File: src/rtl/dmd_rd_pkg.sv
// Shared definitions for the DMD data-memory read controller:
// state encoding, abort fill pattern and the default wait timeout.
package dmd_rd_pkg;

    typedef enum logic [1:0] {
        ST_IDLE   = 2'd0,
        ST_STROBE = 2'd1,
        ST_EXTW   = 2'd2,
        ST_RECOV  = 2'd3
    } rd_state_e;

    localparam int TO_CYC_DEF = 255;

    // Wide all-ones pattern; the controller slices it to its data width.
    localparam int               ABORT_MAX_DW = 64;
    localparam logic [ABORT_MAX_DW-1:0] ABORT_FILL = '1;

    function automatic int cnt_width(input int n);
        return (n < 2) ? 1 : $clog2(n + 1);
    endfunction

endpackage

File: src/rtl/dmd_rd_ctrl_sync.sv
// Two-flop synchronizer for an asynchronous level input. It is clock-enable
// independent so the synchronized value stays current while the core is stalled.
module rd_sync2 (
    input  logic CLK,
    input  logic RST,
    input  logic d_i,
    output logic q_o
);

    logic s1_q;
    logic s2_q;

    always_ff @(posedge CLK or posedge RST) begin
        if (RST) begin
            s1_q <= 1'b0;
            s2_q <= 1'b0;
        end else begin
            s1_q <= d_i;
            s2_q <= s1_q;
        end
    end

    assign q_o = s2_q;

endmodule

File: src/rtl/dmd_rd_ctrl.sv
// Read-side controller for the 16-bit DMD data-memory bus: address/strobe
// generation, programmed and external wait states, data capture, done/error pulse.
module dmd_rd_ctrl
    import dmd_rd_pkg::*;
#(
    parameter int AW     = 14,
    parameter int DW     = 16,
    parameter int WSW    = 3,
    parameter int TO_CYC = TO_CYC_DEF
) (
    input  logic          CLK,
    input  logic          RST,
    input  logic          CKenb,
    input  logic          RD_REQ,
    input  logic [AW-1:0] RD_ADDR,
    input  logic [WSW-1:0] WAIT_CFG,
    input  logic          EXT_WAIT,
    input  logic [DW-1:0] DMD_IN,
    output logic [AW-1:0] MA_OUT,
    output logic          RD_N,
    output logic [DW-1:0] RD_DATA,
    output logic          RD_DONE,
    output logic          RD_ERR,
    output logic          BUSY,
    output logic [1:0]    dbg_state_o
);

    localparam int TW = cnt_width(TO_CYC);

    // Request/done handshake: RD_REQ is a one-shot accepted only while BUSY=0
    // and CKenb=0; it is never queued. Each accepted request yields exactly one
    // RD_DONE pulse with RD_DATA valid; RD_ERR qualifies that pulse as an abort.
    rd_state_e      state_q;
    logic [AW-1:0]  ma_q;
    logic           rd_n_q;
    logic [DW-1:0]  data_q;
    logic           done_q;
    logic           err_q;
    logic [WSW-1:0] wcnt_q;
    logic [TW-1:0]  tcnt_q;
    logic           ew_s;

    rd_sync2 u_sync (
        .CLK (CLK),
        .RST (RST),
        .d_i (EXT_WAIT),
        .q_o (ew_s)
    );

    always_ff @(posedge CLK or posedge RST) begin
        if (RST) begin
            state_q <= ST_IDLE;
            ma_q    <= '0;
            rd_n_q  <= 1'b1;
            data_q  <= '0;
            done_q  <= 1'b0;
            err_q   <= 1'b0;
            wcnt_q  <= '0;
            tcnt_q  <= '0;
        end else if (!CKenb) begin
            case (state_q)
                ST_IDLE: begin
                    if (RD_REQ) begin
                        ma_q    <= RD_ADDR;
                        rd_n_q  <= 1'b0;
                        wcnt_q  <= WAIT_CFG;
                        tcnt_q  <= '0;
                        state_q <= ST_STROBE;
                    end
                end
                ST_STROBE: begin
                    // External wait is only honoured once programmed waits are spent.
                    if (wcnt_q != '0) begin
                        wcnt_q <= wcnt_q - WSW'(1);
                    end else if (ew_s) begin
                        state_q <= ST_EXTW;
                    end else begin
                        data_q  <= DMD_IN;
                        rd_n_q  <= 1'b1;
                        done_q  <= 1'b1;
                        state_q <= ST_RECOV;
                    end
                end
                ST_EXTW: begin
                    tcnt_q <= tcnt_q + TW'(1);
                    if (!ew_s) begin
                        data_q  <= DMD_IN;
                        rd_n_q  <= 1'b1;
                        done_q  <= 1'b1;
                        state_q <= ST_RECOV;
                    end else if (tcnt_q == TW'(TO_CYC - 1)) begin
                        data_q  <= ABORT_FILL[DW-1:0];
                        rd_n_q  <= 1'b1;
                        done_q  <= 1'b1;
                        err_q   <= 1'b1;
                        state_q <= ST_RECOV;
                    end
                end
                ST_RECOV: begin
                    done_q  <= 1'b0;
                    err_q   <= 1'b0;
                    state_q <= ST_IDLE;
                end
                default: state_q <= ST_IDLE;
            endcase
        end
    end

    assign MA_OUT      = ma_q;
    assign RD_N        = rd_n_q;
    assign RD_DATA     = data_q;
    assign RD_DONE     = done_q;
    assign RD_ERR      = err_q;
    assign BUSY        = (state_q != ST_IDLE);
    assign dbg_state_o = state_q;

endmodule
File: config.mk
export PLATFORM = sky130hd
export DESIGN_NAME = dmd_rd_ctrl
export DESIGN_NICKNAME = d
export VERILOG_FILES = /design/src/rtl/dmd_rd_pkg.sv /design/src/rtl/dmd_rd_ctrl_sync.sv /design/src/rtl/dmd_rd_ctrl.sv
export SDC_FILE = /design/constraint.sdc
export NUM_CORES = 1
export LEC_CHECK = 0
export CAP_MARGIN = 15
export CORE_MARGIN = 2
export CORE_UTILIZATION = 41
export CTS_CLUSTER_SIZE = 20
export DETAILED_ROUTE_END_ITERATION = 10
export PLACE_DENSITY = 0.76
export SYNTH_ARGS = -nofsm -noshare
export SYNTH_HDL_FRONTEND = slang
export SYNTH_SLANG_ARGS = --single-unit
File: constraint.sdc
create_clock -name CLK -period 4.7 [get_ports CLK]
set_input_delay 0.47 -clock CLK [delete_from_list [all_inputs] [get_ports CLK]]
set_output_delay 0.47 -clock CLK [all_outputs]
set_load 0.1 [all_outputs]
After elaboration in Yosys (flattened, before gate mapping). Cells that the tools add are included.

Bitwise gates (word level): 1. Eq/ne operators: 11. Mux-type cells: 25. $add $sub $neg: 2. Reductions and logical operators: 17.

Operators with widths (number): 16-bit 2-to-1 mux (4); 16-bit case mux with 2 select lines (1); 8-bit case mux with 2 select lines (1); 4-bit AND reduction (3); 2-bit != test, second input constant (5); 5-bit AND reduction (2); 2-bit nonzero test (5); 3-bit nonzero test (3); 8-bit by 1-bit adder with 8-bit output, second input constant (1); 8-bit == test, second input constant (1); 2-bit 2-to-1 mux (4); 8-bit 2-to-1 mux (1); 2-bit case mux with 4 select lines (1); 1-bit 2-to-1 mux (7); 3-bit 2-to-1 mux (2); 1-bit case mux with 3 select lines (2); 3-bit case mux with 2 select lines (1); 3-bit AND reduction (2); 6-bit AND reduction (1); 2-bit == test, second input constant (2); 3-bit != test, second input constant (1); 3-bit by 1-bit subtractor with 3-bit output, second input constant (1); 2-bit by 1-bit == test with 1-bit output, second input constant (1); 2-bit logical NOT (1); other kinds (3) (3).

Register bits after elaboration: 48. Word-level logic and storage cells: 66. Output and inout bits: 36. Input bits: 38.

Logic depth before layout (Yosys ltp). Gate-level depths: netlist of run 1.

Depth in word-level cells: 4. Mapped depth: 8.

Hierarchy. Synthesis of run 1 repeated with hierarchy kept, for this count alone.

Cell total of the unflattened synthesis: 177. Area total of the unflattened synthesis: 2159.6 um^2.

Modules (own cells, without submodules): dmd_rd_ctrl (times used 1, area each 2105.8 um^2, cells an instance 174, sequential area each 1152.4 um^2); rd_sync2 (times used 1, area each 53.8 um^2, cells an instance 3, sequential area each 50.0 um^2).

Worst setup path before layout of run 1. Ideal clock, no wire load.

Path type: register to register. Start point: register state_q[0], in the netlist dbg_state_o[0]. End point: register rd_n_q, in the netlist RD_N. Cell stages (with the launch flop): 7. Arrival time: 2.650 ns. Path slack: 1.968 ns. Path through: dfrtp_1 -> inv_1 -> ha_1 -> inv_1 -> nand2_1 -> nand4_1 -> mux2_2.

Word-level cells in the longest chain between the ends: 3. Elaborated cells on any way between the ends: 10. Those cells by class: eq/ne: 6; mux: 1; reduce/logical: 3.

RTL lines: start, declared (line dmd_rd_ctrl.sv:33) `rd_state_e state_q;`; start signal, assigned (line dmd_rd_ctrl.sv:52) `state_q <= ST_IDLE;`; start signal, assigned (line dmd_rd_ctrl.sv:68) `state_q <= ST_STROBE;`; start signal, assigned (line dmd_rd_ctrl.sv:76) `state_q <= ST_EXTW;`; 2-bit == test (tied with other cells) (line dmd_rd_ctrl.sv:61) `case (state_q)`; 3-bit != test (no source line) (tied with other cells); 6-bit AND reduction (no source line); end signal, assigned (line dmd_rd_ctrl.sv:54) `rd_n_q <= 1'b1;`; end signal, assigned (line dmd_rd_ctrl.sv:65) `rd_n_q <= 1'b0;`; end signal, assigned (line dmd_rd_ctrl.sv:79) `rd_n_q <= 1'b1;`; end, declared (line dmd_rd_ctrl.sv:35) `logic rd_n_q;`.

Parallel ways exist; a longest one is shown, timed or not. A chain may end at the register's enable or synchronous reset.

Worst setup path after layout of run 1.
Start point: register state_q[0], in the netlist dbg_state_o[0]. End point: output BUSY.

Word-level cells in the longest chain between the ends: 1.

RTL lines: 2-bit nonzero test (line dmd_rd_ctrl.sv:114) `assign BUSY = (state_q != ST_IDLE);`; end, declared (line dmd_rd_ctrl.sv:24) `output logic BUSY,`.

No other way between the ends.

==> run metrics, run 1 <==
number of core rows=26; largest net degree at the start of global routing=49; share of layout cells above drive strength 1=0.105; crit start category=flop; worst setup path class=reg -> out; CP Data Arrival Time=2.44 ns; count of input and output buffers=73; clock buffer depth=2; synthesized-area fraction occupied by adder cells=0.0462; die footprint=5880 um2; die height=approximately 77 um; count of fill cells added during filler insertion=446; CTS Buf Count=5; kind of end point of the critical path=output pin; required arrival time at the worst endpoint=4.23 ns; Layout Skew=0.00768 ns; worst-skew pair later-pin latency=0.30 ns; post-layout min period=about 2.9 ns; violation count after the first detailed-route iteration=57; async set-or-reset flop fraction in the synthesized netlist=1.00; Mean Syn Cell Area=roughly 12 um2; Primary FF master, synth=sky130_fd_sc_hd__dfrtp_1; top cells by area in the synthesized netlist=sky130_fd_sc_hd__dfrtp_1 (54%), sky130_fd_sc_hd__mux2_2 (8.3%), sky130_fd_sc_hd__o22a_1 (6.5%); Initial Util=0.424; detailed placement HPWL=3.22 mm; area share of the largest cell type after synthesis=0.543; global routing usage summed across all routing layers=0.159; sum of negative setup slack=0 ns; post-route clock period utilization=0.619; htree depth=2; sequential area share after synthesis=0.555; clock transition at the registers of the reported paths=0.09 ns; number of buffers inserted for hold repair after clock tree synthesis=0; post-CTS setup buffer count=0; Syn Inst Count=183; Post-Synth XOR/XNOR Area=0.0202; wire length of the first global-routing pass=7.58 mm; post-synthesis compound-gate area fraction=0.131; Syn-to-layout area delta=40.4%; wirelength, routed=4.51 mm; count of TritonRoute iterations in the first routing pass=4; CTS Root Buffer Type=sky130_fd_sc_hd__clkbuf_8; Floorplan Core Area=5110 um2; most common library cell in the layout ignoring fill and taps=sky130_fd_sc_hd__clkdlybuf4s50_1; dominant cell type by area after synthesis=sky130_fd_sc_hd__dfrtp_1; achievable clock frequency=0.344 GHz; final estimated routing congestion in global placement=just under 0.9; die extent in x=76.7 um; Post-synth EDFFs=0; number of antenna violations at the first check in global routing=0; FF+latch count, synth=48; combined area of all synthesized cells=2160 um2; measured slew at the worst slew-check pin=1.02 ns; net count reported at finish=between 300 and 400; portion of netlist area occupied by mux cells=0.0925; count of pins over their slew limit=0; Final setup viols=0; post-cts gate resize count=0; vias per inst=5.06; worst hold-check path type=reg -> reg; clock sink count=48; diodes inserted=0; Antenna Nets Post-Route=0; Remaining DRCs=0; RSZ-0062 raised after global routing=no; Max FO, Critical Path=5; detailed-route via count=1,648; Post-Syn Nets=229; simple-gate share of the synthesized area=0.116; number of top-level design ports=74; max_cap viols=0; Congestion Overflow GR=0; outcome=complete, no violations; WL/cell=~14 um; distinct cell type count after synthesis=39; remaining max-slew budget at the tightest pin=0.318; combinational family with the most area after synthesis=compound AO/OA/AOI/OAI gates; Hold Fails Final Rpt=0; number of global-route vias before repair=around 1,700; total number of yosys warnings=0; CTS tree=built; top library cells by usage in the layout, fill and taps aside=sky130_fd_sc_hd__clkdlybuf4s50_1 (73), sky130_fd_sc_hd__dfrtp_1 (47), sky130_fd_sc_hd__o22a_1 (16), sky130_fd_sc_hd__mux2_2 (16), sky130_fd_sc_hd__nor2_1 (14)
[path summary, 6_finish.rpt]
check / start / endpoint / slack [ns] / cells after the start
worst min-delay path: u_sync.s1_q$_DFF_PP0_ / u_sync.q_o$_DFF_PP0_ / 0.35 / 0
worst max register to register: dbg_state_o[1]$_DFFE_PP0P_ / RD_DATA[1]$_DFFE_PP0P_ / 2.28 / 5
max in group asynchronous: RST / dbg_state_o[1]$_DFFE_PP0P_ / 3.41 / 2
worst min register to register: u_sync.s1_q$_DFF_PP0_ / u_sync.q_o$_DFF_PP0_ / 0.35 / 0
worst max-delay path: dbg_state_o[0]$_DFFE_PP0P_ / BUSY / 1.79 / 4
min in group asynchronous: RST / MA_OUT[1]$_DFFE_PP0P_ / 0.70 / 2
[area by class of cell]
type | count | area [um2] | share of cell area
Inverter | 12 | 45.0 | 0.0148
Sequential cell | 48 | 1200 | 0.396
Tap cell | 70 | 87.6 | 0.0288
Clock inverter | 1 | 7.51 | 0.00247
Timing Repair Buffer | 73 | 731 | 0.240
Multi-Input combinational cell | 115 | 880 | 0.289
Clock buffer | 7 | 86.3 | 0.0284
[synth_stat cells, types with 3 or more instances]
cell type	number
sky130_fd_sc_hd__dfrtp_1	47
sky130_fd_sc_hd__ha_1	8
sky130_fd_sc_hd__a21oi_1	5
sky130_fd_sc_hd__clkbuf_1	4
sky130_fd_sc_hd__nand2_1	8
sky130_fd_sc_hd__buf_2	3
sky130_fd_sc_hd__xnor2_1	5
sky130_fd_sc_hd__o22a_1	16
sky130_fd_sc_hd__nor2_1	14
sky130_fd_sc_hd__inv_1	12
sky130_fd_sc_hd__mux2_2	16
sky130_fd_sc_hd__o21ai_0	8
sky130_fd_sc_hd__nand3_1	4
[state kept, by name (all words and copies together) (netlist names)]
name,cells
MA_OUT,14
RD_DONE,1
wcnt_q,3
tcnt_q,8
u_sync.s1_q,1
RD_N,1
RD_ERR,1
dbg_state_o,2
RD_DATA,16
u_sync.q_o,1
[per-stage QoR]
| step | area (um2) | utilization | worst slack (ns) | hold slack, ns | instances |
|---|---|---|---|---|---|
| 2_1_floorplan | 2160 | - | 1.97 | 0.331 | 183 |
| 3_3_place_gp | 2950 | 0.577 | 1.95 | 0.334 | 318 |
| 3_5_place_dp | 2950 | 0.577 | 1.89 | 0.339 | 318 |
| 4_1_cts | 3040 | 0.595 | 1.80 | 0.352 | 326 |
| 5_1_grt | 3040 | 0.595 | 1.73 | 0.358 | 326 |
| 6_report | 3040 | 0.595 | 1.79 | 0.348 | 326 |
[per-layer routing]
metal,GRT usage,vias up,wire length (um),part of all wire
li1,-,791,-,-
met1,0.208,794,2060,0.46
met2,0.246,59,2020,0.45
met3,0.0576,4,396,0.088
met4,0.0545,0,38,0.0084
met5,0,-,0,0
[logic make-up (layout without fill, tap and decap cells)]
kind of cell | Yosys count | count (layout)
AO/OA/AOI/OAI | 39 | 39
XOR/XNOR | 5 | 5
adder cells (fa/ha/maj) | 8 | 8
buffers and inverters | 20 | 93
flip-flops | 48 | 48
multiplexers | 18 | 18
AND/OR/NAND/NOR | 45 | 45
[critical path, stage by stage (launching register included)]
cell,delay [ns]
sky130_fd_sc_hd__dfrtp_1,0.43
sky130_fd_sc_hd__inv_1,0.10
sky130_fd_sc_hd__ha_1,0.28
sky130_fd_sc_hd__inv_1,0.16
sky130_fd_sc_hd__clkdlybuf4s50_1,1.16
Power of run 1 is left out: the tool's default activity adds up to more than one toggle a clock period on the data nets, which glitch-free logic cannot reach.
==> run 2, diff against run 1 <==
==> constraint.sdc (replaced) <==
create_clock -name CLK -period 3 [get_ports CLK]
set_input_delay 0.3 -clock CLK [delete_from_list [all_inputs] [get_ports CLK]]
set_output_delay 0.3 -clock CLK [all_outputs]
set_load 0.1 [all_outputs]
==> run 2 against run 1 <==
Compared with the run above:
- clock skew fell by 0.0025 ns
- highest routed layer unchanged
- register-to-register slack got worse by 1.4 ns
- largest cell class unchanged
- critical path depth rose by 2
==> run metrics, run 2 (synthesized netlist as in run 1, its figures left out) <==
count of fill cells added during filler insertion=430 (was 446); clock buffer depth=2 (unchanged); outcome=complete, no violations (unchanged); top library cells by usage in the layout, fill and taps aside=sky130_fd_sc_hd__clkdlybuf4s50_1 (51), sky130_fd_sc_hd__dfrtp_1 (47), sky130_fd_sc_hd__buf_4 (24) (was sky130_fd_sc_hd__clkdlybuf4s50_1 (73), sky130_fd_sc_hd__dfrtp_1 (47), sky130_fd_sc_hd__o22a_1 (16), sky130_fd_sc_hd__mux2_2 (16), sky130_fd_sc_hd__nor2_1 (14)); Syn-to-layout area delta=39.8% (was 40.4%); wire length of the first global-routing pass=8.05 mm (was 7.58 mm); detailed placement HPWL=3.25 mm (was 3.22 mm); global routing usage summed across all routing layers=0.168 (was 0.159); post-CTS setup buffer count=0 (unchanged); combined area of the multi-input logic cells=880 um2 (unchanged); logic depth of the worst register-to-register path=6 (was 5); final estimated routing congestion in global placement=0.779 (was 0.868); number of buffers inserted for hold repair after clock tree synthesis=0 (unchanged); required arrival time at the worst endpoint=3.22 ns (was 4.23 ns); count of pins over their slew limit=0 (unchanged); Max FO, Critical Path=6 (was 5); worst setup path class=reg -> reg (was reg -> out); CTS tree=built (unchanged); number of top-level design ports=74 (unchanged); share of layout cells above drive strength 1=0.202 (was 0.105); violation count after the first detailed-route iteration=94 (was 57); max_cap viols=0 (unchanged); RSZ-0062 raised after global routing=no (unchanged); post-cts gate resize count=0 (unchanged); vias per inst=5.02 (was 5.06); die height=76.7 um (unchanged); kind of end point of the critical path=flop (was output pin); crit start category=flop (unchanged); worst-skew pair later-pin latency=0.29 ns (was 0.30 ns); Antenna Nets Post-Route=0 (unchanged); die footprint=5880 um2 (unchanged); net count reported at finish=303 (was 301); count of input and output buffers=73 (unchanged); number of cells traversed by the worst hold path=0 (unchanged); total area of sequential cells=1200 um2 (unchanged); post-layout min period=2.12 ns; Layout Skew=0.00515 ns (was 0.00768 ns); Hold Fails Final Rpt=0 (unchanged); measured slew at the worst slew-check pin=0.978 ns (was 1.02 ns); worst hold-check path type=reg -> reg (unchanged); clock transition at the registers of the reported paths=0.09 ns (about the same); clock sink count=48 (unchanged); most common library cell in the layout ignoring fill and taps=sky130_fd_sc_hd__clkdlybuf4s50_1 (unchanged); CTS Buf Count=5 (unchanged); number of flip-flops in the largest register=16 (unchanged); htree depth=2 (unchanged); number of core rows=26 (unchanged); Remaining DRCs=0 (unchanged); WL/cell=13.8 um (about the same); die extent in x=76.7 um (unchanged); sum of negative setup slack=0 ns (unchanged); number of global-route vias before repair=1,681 (was 1,696); Congestion Overflow GR=0 (unchanged); remaining max-slew budget at the tightest pin=0.346 (was 0.318); diodes inserted=0 (unchanged); wirelength, routed=4.53 mm (was 4.51 mm); CTS Root Buffer Type=sky130_fd_sc_hd__clkbuf_8 (unchanged); achievable clock frequency=approximately 0.47 GHz; Final setup viols=0 (unchanged); largest net degree at the start of global routing=49 (unchanged); CP Data Arrival Time=2.34 ns (was 2.44 ns); count of TritonRoute iterations in the first routing pass=4 (unchanged); number of antenna violations at the first check in global routing=0 (unchanged); Initial Util=0.424 (unchanged); detailed-route via count=1,647 (was 1,648); Floorplan Core Area=5110 um2 (unchanged); post-route clock period utilization=0.707
## run 2: cell count changes in the layout (fill, tap and decap cells not counted)
cell / before / now
sky130_fd_sc_hd__clkinv_4: 0 / 1
sky130_fd_sc_hd__bufinv_16: 0 / 1
sky130_fd_sc_hd__clkdlybuf4s50_1: 73 / 51
sky130_fd_sc_hd__clkinvlp_4: 1 / 0
sky130_fd_sc_hd__clkbuf_1: 1 / 0
sky130_fd_sc_hd__buf_4: 0 / 24
## run 2: layout make-up
class                           instances  share of cell area
Sequential cell                        48               0.397
Multi-Input combinational cell        115               0.291
Timing Repair Buffer                   75               0.228
Tap cell                               70              0.0289
Clock buffer                            6              0.0273
Inverter                               12              0.0149
Clock inverter                          2              0.0128
## run 2: final timing paths
| path | slack [ns] | start | end |
|---|---|---|---|
| max | 0.88 | dbg_state_o[0]$_DFFE_PP0P_ | wcnt_q[0]$_DFFE_PP0P_ |
| min | 0.37 | u_sync.s1_q$_DFF_PP0_ | u_sync.q_o$_DFF_PP0_ |
| max reg2reg | 0.88 | dbg_state_o[0]$_DFFE_PP0P_ | wcnt_q[0]$_DFFE_PP0P_ |
| min reg2reg | 0.37 | u_sync.s1_q$_DFF_PP0_ | u_sync.q_o$_DFF_PP0_ |
| max in group asynchronous | 1.84 | RST | wcnt_q[1]$_DFFE_PP0P_ |
| min in group asynchronous | 0.55 | RST | MA_OUT[6]$_DFFE_PP0P_ |
## run 2: routing by layer
layer | GRT usage | wire, um | vias to the layer above
met5 | 0 | 0 | -
met4 | 0.0273 | 17 | 0
met3 | 0.0612 | 307 | 4
met2 | 0.248 | 2070 | 54
met1 | 0.240 | 2130 | 787
li1 | - | - | 802
## run 2: metrics by stage
stage                      util  area, um2  hold slack (ns)  setup WS, ns  std cells
after floorplan               -       2160            0.331         0.268        183
after global placement    0.569       2910            0.337         0.747        320
after detailed placement  0.569       2910            0.349         0.713        320
after CTS                 0.593       3030            0.369         0.859        328
after global routing      0.593       3030            0.383         0.713        328
final                     0.593       3030            0.369         0.878        328
## run 2: critical path: stages (launching register included)
cell and delay [ns]:
sky130_fd_sc_hd__dfrtp_1 0.43, sky130_fd_sc_hd__inv_1 0.10, sky130_fd_sc_hd__ha_1 0.28, sky130_fd_sc_hd__nor2b_4 0.17
sky130_fd_sc_hd__or4_1 0.61, sky130_fd_sc_hd__or3_1 0.38, sky130_fd_sc_hd__o21ai_0 0.08
Power of run 2 is left out for the same reason.
